## config.mk

```make
export PLATFORM = sky130hd
export DESIGN_NAME = nonoverlap_phase_gen_flat
export DESIGN_NICKNAME = d
export VERILOG_FILES = /design/src/rtl/nonoverlap_phase_gen_pkg.sv /design/src/rtl/nonoverlap_phase_gen_if.sv /design/src/rtl/nonoverlap_phase_gen_phase_counter.sv /design/src/rtl/nonoverlap_phase_gen.sv /design/src/flat_wrapper.sv
export SDC_FILE = /design/constraint.sdc
export NUM_CORES = 1
export LEC_CHECK = 0
export CAP_MARGIN = 10
export CORE_MARGIN = 8
export CORE_UTILIZATION = 44
export CTS_BUF_LIST = sky130_fd_sc_hd__clkbuf_4 sky130_fd_sc_hd__clkbuf_8
export CTS_CLUSTER_SIZE = 20
export DETAILED_ROUTE_END_ITERATION = 7
export PLACE_DENSITY = 0.77
export SETUP_SLACK_MARGIN = 0.2
export SLEW_MARGIN = 20
export SYNTH_ARGS = -nofsm -noshare
export SYNTH_HDL_FRONTEND = slang
export SYNTH_HIERARCHICAL = 1
export SYNTH_SLANG_ARGS = --single-unit
```

## constraint.sdc

```tcl
create_clock -name clk -period 2 [get_ports clk]
set_input_delay 0.5 -clock clk [delete_from_list [all_inputs] [get_ports clk]]
set_output_delay 0.5 -clock clk [all_outputs]
set_load 0.03 [all_outputs]
```

## src/rtl/nonoverlap_phase_gen_pkg.sv

```systemverilog
// Shared definitions for the non-overlapping two-phase enable generator:
// FSM state encoding and the default counter width.
package nonoverlap_phase_gen_pkg;

    localparam int CNT_W_DEF = 4;

    typedef enum logic [2:0] {
        ST_IDLE = 3'd0,
        ST_P1   = 3'd1,
        ST_D1   = 3'd2,
        ST_P2   = 3'd3,
        ST_D2   = 3'd4
    } state_e;

endpackage

```

## src/rtl/nonoverlap_phase_gen_if.sv

```systemverilog
// Control/config inputs and phase-enable outputs of the phase generator.
// The controller side uses master; the generator itself uses slave.
interface nonoverlap_phase_gen_if
    import nonoverlap_phase_gen_pkg::*;
#(
    parameter int CNT_W = CNT_W_DEF
);

    logic             run;
    logic             step;
    logic [CNT_W-1:0] high_cyc;
    logic [CNT_W-1:0] dead_cyc;
    logic             ph1;
    logic             nph1;
    logic             ph2;
    logic             nph2;
    logic             busy;
    logic             cycle_done;

    modport master (
        output run, step, high_cyc, dead_cyc,
        input  ph1, nph1, ph2, nph2, busy, cycle_done
    );

    modport slave (
        input  run, step, high_cyc, dead_cyc,
        output ph1, nph1, ph2, nph2, busy, cycle_done
    );

endinterface

```

## src/rtl/nonoverlap_phase_gen_phase_counter.sv

```systemverilog
// Loadable down-counter that times each phase and dead gap; it stops at zero
// and flags it. Any clamping of the load value is done by the parent.
module nonoverlap_phase_gen_phase_counter
    import nonoverlap_phase_gen_pkg::*;
#(
    parameter int CNT_W = CNT_W_DEF
) (
    input  logic             clk,
    input  logic             rst,
    input  logic             load_i,
    input  logic [CNT_W-1:0] load_val_i,
    output logic             zero_o
);

    logic [CNT_W-1:0] cnt_q;
    logic [CNT_W-1:0] cnt_d;

    always_comb begin
        cnt_d = cnt_q;
        if (load_i) begin
            cnt_d = load_val_i;
        end else if (cnt_q != '0) begin
            cnt_d = cnt_q - 1'b1;
        end
    end

    always_ff @(posedge clk or posedge rst) begin
        if (rst) begin
            cnt_q <= '0;
        end else begin
            cnt_q <= cnt_d;
        end
    end

    assign zero_o = (cnt_q == '0);

endmodule

```

## src/rtl/nonoverlap_phase_gen.sv

```systemverilog
// Two non-overlapping clock-phase enables (PH1/nPH1, PH2/nPH2) with run-time
// programmable phase width and dead time, in free-run or single-step mode.
module nonoverlap_phase_gen
    import nonoverlap_phase_gen_pkg::*;
#(
    parameter int CNT_W = CNT_W_DEF
) (
    input  logic                         clk,
    input  logic                         rst,
    nonoverlap_phase_gen_if.slave        bus_if
);

    state_e           state_q;
    state_e           state_d;
    logic             cnt_load;
    logic [CNT_W-1:0] cnt_load_val;
    logic             cnt_zero;
    logic [CNT_W-1:0] high_m1;
    logic [CNT_W-1:0] dead_m1;
    logic             ph1_d;
    logic             ph1_q;
    logic             ph2_d;
    logic             ph2_q;

    // A programmed width of 0 counts as 1; the counter is loaded with width-1.
    function automatic logic [CNT_W-1:0] width_m1(input logic [CNT_W-1:0] v);
        return (v == '0) ? '0 : v - 1'b1;
    endfunction

    assign high_m1 = width_m1(bus_if.high_cyc);
    assign dead_m1 = width_m1(bus_if.dead_cyc);

    nonoverlap_phase_gen_phase_counter #(
        .CNT_W (CNT_W)
    ) u_phase_counter (
        .clk        (clk),
        .rst        (rst),
        .load_i     (cnt_load),
        .load_val_i (cnt_load_val),
        .zero_o     (cnt_zero)
    );

    // NOTE: state registers use non-blocking assignments so every flop samples
    // pre-edge values and simulation order cannot change the result.
    always_ff @(posedge clk or posedge rst) begin
        if (rst) begin
            state_q <= ST_IDLE;
        end else begin
            state_q <= state_d;
        end
    end

    // NOTE: every output of this block is defaulted first, so no path leaves a
    // signal unassigned and no latch is inferred.
    always_comb begin
        state_d      = state_q;
        cnt_load     = 1'b0;
        cnt_load_val = high_m1;
        unique case (state_q)
            ST_IDLE: begin
                if (bus_if.run || bus_if.step) begin
                    state_d  = ST_P1;
                    cnt_load = 1'b1;
                end
            end
            ST_P1: begin
                if (cnt_zero) begin
                    state_d      = ST_D1;
                    cnt_load     = 1'b1;
                    cnt_load_val = dead_m1;
                end
            end
            ST_D1: begin
                if (cnt_zero) begin
                    state_d  = ST_P2;
                    cnt_load = 1'b1;
                end
            end
            ST_P2: begin
                if (cnt_zero) begin
                    state_d      = ST_D2;
                    cnt_load     = 1'b1;
                    cnt_load_val = dead_m1;
                end
            end
            ST_D2: begin
                if (cnt_zero) begin
                    if (bus_if.run) begin
                        state_d  = ST_P1;
                        cnt_load = 1'b1;
                    end else begin
                        state_d  = ST_IDLE;
                    end
                end
            end
            default: state_d = ST_IDLE;
        endcase
    end

    always_comb begin
        ph1_d             = (state_d == ST_P1);
        ph2_d             = (state_d == ST_P2);
        bus_if.busy       = (state_q != ST_IDLE);
        bus_if.cycle_done = (state_q == ST_D2) && cnt_zero;
    end

    // Phase enables come straight from flops so they cannot glitch on state decode.
    always_ff @(posedge clk or posedge rst) begin
        if (rst) begin
            ph1_q <= 1'b0;
            ph2_q <= 1'b0;
        end else begin
            ph1_q <= ph1_d;
            ph2_q <= ph2_d;
        end
    end

    assign bus_if.ph1  = ph1_q;
    assign bus_if.nph1 = ~ph1_q;
    assign bus_if.ph2  = ph2_q;
    assign bus_if.nph2 = ~ph2_q;

endmodule

```

## src/flat_wrapper.sv

```systemverilog
// flat-port wrapper written by rule: the top's interface ports become plain ports
module nonoverlap_phase_gen_flat import nonoverlap_phase_gen_pkg::*;
#(
    parameter int CNT_W = CNT_W_DEF
)
  (clk, rst, bus_if_run, bus_if_step, bus_if_high_cyc, bus_if_dead_cyc, bus_if_ph1, bus_if_nph1, bus_if_ph2, bus_if_nph2, bus_if_busy, bus_if_cycle_done);
  nonoverlap_phase_gen_if #(.CNT_W(CNT_W)) bus_if_i ();
  input  logic clk;
  input  logic rst;
  input wire logic [$bits(bus_if_i.run)-1:0] bus_if_run;
  input wire logic [$bits(bus_if_i.step)-1:0] bus_if_step;
  input wire logic [$bits(bus_if_i.high_cyc)-1:0] bus_if_high_cyc;
  input wire logic [$bits(bus_if_i.dead_cyc)-1:0] bus_if_dead_cyc;
  output wire logic [$bits(bus_if_i.ph1)-1:0] bus_if_ph1;
  output wire logic [$bits(bus_if_i.nph1)-1:0] bus_if_nph1;
  output wire logic [$bits(bus_if_i.ph2)-1:0] bus_if_ph2;
  output wire logic [$bits(bus_if_i.nph2)-1:0] bus_if_nph2;
  output wire logic [$bits(bus_if_i.busy)-1:0] bus_if_busy;
  output wire logic [$bits(bus_if_i.cycle_done)-1:0] bus_if_cycle_done;
  assign bus_if_i.run = bus_if_run;
  assign bus_if_i.step = bus_if_step;
  assign bus_if_i.high_cyc = bus_if_high_cyc;
  assign bus_if_i.dead_cyc = bus_if_dead_cyc;
  assign bus_if_ph1 = bus_if_i.ph1;
  assign bus_if_nph1 = bus_if_i.nph1;
  assign bus_if_ph2 = bus_if_i.ph2;
  assign bus_if_nph2 = bus_if_i.nph2;
  assign bus_if_busy = bus_if_i.busy;
  assign bus_if_cycle_done = bus_if_i.cycle_done;
  nonoverlap_phase_gen #(.CNT_W(CNT_W)) u_core (.clk(clk), .rst(rst), .bus_if(bus_if_i));
endmodule
```

==> flow_metrics.py <==
metrics = {
    "synthesis": {
        "yosysWarnings": 6,
        "synth-main-ff-cell": "dfrtp_1",
        "yosys.area.top_type": "dfrtp_1",
        "yosys.area.top_type_share_pct": 33.5,
        "synth_edf_count": 0,
        "syn_area_per_cell_sq_um": 8.31,
        "synth_cell_types": 35,
        "ys_seq_area_share_pct": 33.5,
        "synth_nets": 94,
        "syn_inst": 81,
        "ys_top_cells_by_area": "dfrtp_1 33%, o21ai_0 5.9%, nor3_1 4.5%, nand2_1 4.5%, inv_1 3.3%",
        "syn-cell-area_sq_um": 673,
        "async_flop_share_pct": 100,
        "ys_seq_elements": 9,
    },
    "sta": {
        "layout_min_cycle_time_ps": 1900,
        "setup_violations": 0,
        "finalHoldViolCount": 0,
        "setup_ws_ps": 96.3,
        "finalHoldWorstSlack_ps": 456,
        "fmaxAchievable_mhz": 525,
        "tns_ps": 0,
        "worst_slew_pin_slew_ps": 381,
        "report.final.slew_viol_count": 0,
        "fin_crit_sh_pct": 95.2,
        "skew_ps": 3.95,
        "maxSlewHeadroom_pct": 74.2,
        "rsz0062_at_grt": "yes",
    },
    "setup_path": {
        "start_kind": "flip-flop",
        "r2r-end": "u_core/u_phase_counter/cnt_q[3]$_DFFE_PP0P_",
        "critPathKind": "flip-flop to output port",
        "end_kind": "output port",
        "r2r_slack_ps": 130,
        "r2r_start": "u_core/u_phase_counter/cnt_q[0]$_DFFE_PP0P_",
        "r2r_cells": 8,
        "arrival_ps": 1400,
        "required_ps": 1500,
        "worstPathMaxFanout": 2,
    },
    "drt": {
        "first_iter_violations": 18,
        "post_drt_via_cell_ratio": 5.65,
        "wire_per_inst_microns": 14.1,
        "dr.pass1.iters": 4,
        "wirelength_microns": 1780,
        "num_vias": 712,
        "drcViolationCount": 0,
        "drtAntennaViolNets": 0,
    },
    "cells_and_area": {
        "drive_gt1_share_pct": 27.3,
        "diodes": 0,
        "syn_to_final_growth_pct": 47.4,
        "nNetsFinal": 124,
        "final_common_cell": "buf_4",
        "layout_common_cells": "13 x buf_4, 11 x clkdlybuf4s50_1, 9 x dfrtp_1",
        "postLayoutCellArea_sq_um": 992,
        "final_util_pct": 67.4,
    },
    "placement": {
        "placed_area_sq_um": 886,
        "dp_slack_ps": 27.3,
        "dp_hpwl_microns": 1330,
        "gp_congestion": 0.894,
        "port_buffers": 17,
    },
    "power": {
        "ir_drop_uv": 771,
        "p_per_area_nw_per_um2": 1450,
        "power.leakage_uw": 0.000436,
    },
    "clock_network": {
        "root_buffer": "clkbuf_4",
        "cts.sinks": 9,
        "cts_tree": "done",
        "ctsHoldBuffers": 0,
        "cts.clk_slew.worst_paths_ps": 60,
        "clk_path_buf_depth": 2,
        "htree_levels": 1,
        "clk_latency_ps": 260,
        "cts_made_buffers": 3,
    },
    "flow_run": {
        "drv_cap": 0,
    },
    "global_route": {
        "grt_max_degree": 11,
        "antenna_found_initial": 0,
        "grt_pass1_wl_microns": 2700,
        "grtUsageTotal_pct": 12.4,
        "grt_pass1_vias": 638,
        "overflow": 0,
    },
    "floorplanning": {
        "die_area_sq_um": 3040,
        "std_cell_rows": 14,
        "ios": 18,
        "die_h_microns": 55.1,
        "start_util_pct": 45.7,
        "dieWidth_microns": 55.1,
        "core_region_area_sq_um": 1470,
    },
    "status": {
        "status": "finished clean",
    },
    "hold_path": {
        "hold_path_class": "input port to asynchronous set/reset pin",
    },
}
## synth_stat cells (2+ instances only)
cell,number
o21ai_0,8
inv_1,6
nand2b_1,2
o311ai_0,2
mux2_2,2
nor3_1,6
nor2_1,6
a21oi_1,2
dfrtp_1,9
o31ai_1,2
nand2_1,8
buf_2,4
xnor2_1,2
## sequential cells by signal, indices dropped and copies added (netlist names)
| name | flops |
|---|---|
| u_core/bus_if.ph1 | 1 |
| u_core/bus_if.ph2 | 1 |
| u_core/state_q | 3 |
| u_core/u_phase_counter/cnt_q | 4 |
## per-stage QoR
stage                     power (uW)  instances
after floorplan                  917         81
after global placement          1150        115
after detailed placement        1170        115
after CTS                       1420        125
after global routing            1560        126
final                           1440        126
## metal layers
layer  GRT usage [%]  part of all wire, %
met3            2.94                  4.8
met5               0                    0
met4            9.20                  2.0
met1            14.7                   44
met2            19.0                   49
## repair_timing
action / 4_1_cts / 5_1_grt
setup buffers: 6 / 1
endpoints found under the hold margin: 0 / 0
gates resized for setup: 9 / 6
endpoints found under the setup margin: 8 / 8
pin swaps: 3 / 0
## final cells by class
cell class | instances | area (sq um)
Clock buffer | 4 | 30.0
Fill cell | 131 | 479
Inverter | 6 | 22.5
Multi-Input combinational cell | 61 | 428
Sequential cell | 9 | 225
Tap cell | 16 | 20.0
Timing Repair Buffer | 30 | 267
## how the worst max path moves through the flow
stage                                                startpoint                                     endpoint  slack [ps]  depth (start not counted)
CTS                 u_core/u_phase_counter/cnt_q[0]$_DFFE_PP0P_                            bus_if_cycle_done         110                          5
floorplan           u_core/u_phase_counter/cnt_q[1]$_DFFE_PP0P_  u_core/u_phase_counter/cnt_q[3]$_DFFE_PP0P_         150                          8
global route        u_core/u_phase_counter/cnt_q[1]$_DFFE_PP0P_  u_core/u_phase_counter/cnt_q[3]$_DFFE_PP0P_          20                          8
finish              u_core/u_phase_counter/cnt_q[0]$_DFFE_PP0P_                            bus_if_cycle_done         100                          5
global placement                                     bus_if_run  u_core/u_phase_counter/cnt_q[3]$_DFFE_PP0P_         -10                          5
detailed placement                                   bus_if_run  u_core/u_phase_counter/cnt_q[3]$_DFFE_PP0P_          30                          5
## cells by family after synthesis
kind of cell,share of synthesized area [%]
DFF,33.5
muxes,4.83
adders and majority gates,1.86
and+or+nand+nor,25.5
AOI/OAI and AO/OA,23.6
buffers and inverters,6.88
xor gates and xnor gates,3.90
## where the power goes
| part | total (uW) | switching, uW | internal (uW) | leakage, uW |
|---|---|---|---|---|
| clock | 155 | 64.6 | 90.5 | 0.0000184 |
| combinational | 956 | 480 | 477 | 0.000308 |
| sequential | 329 | 59.5 | 270 | 0.000109 |
## critical path, cell delays in order, from the launching register on
cell	delay [ps]
dfrtp_1	390
inv_2	80
ha_4	140
nor3b_4	200
and3_4	210
buf_6	120
Note: power is estimated with default switching activity, not from simulation.
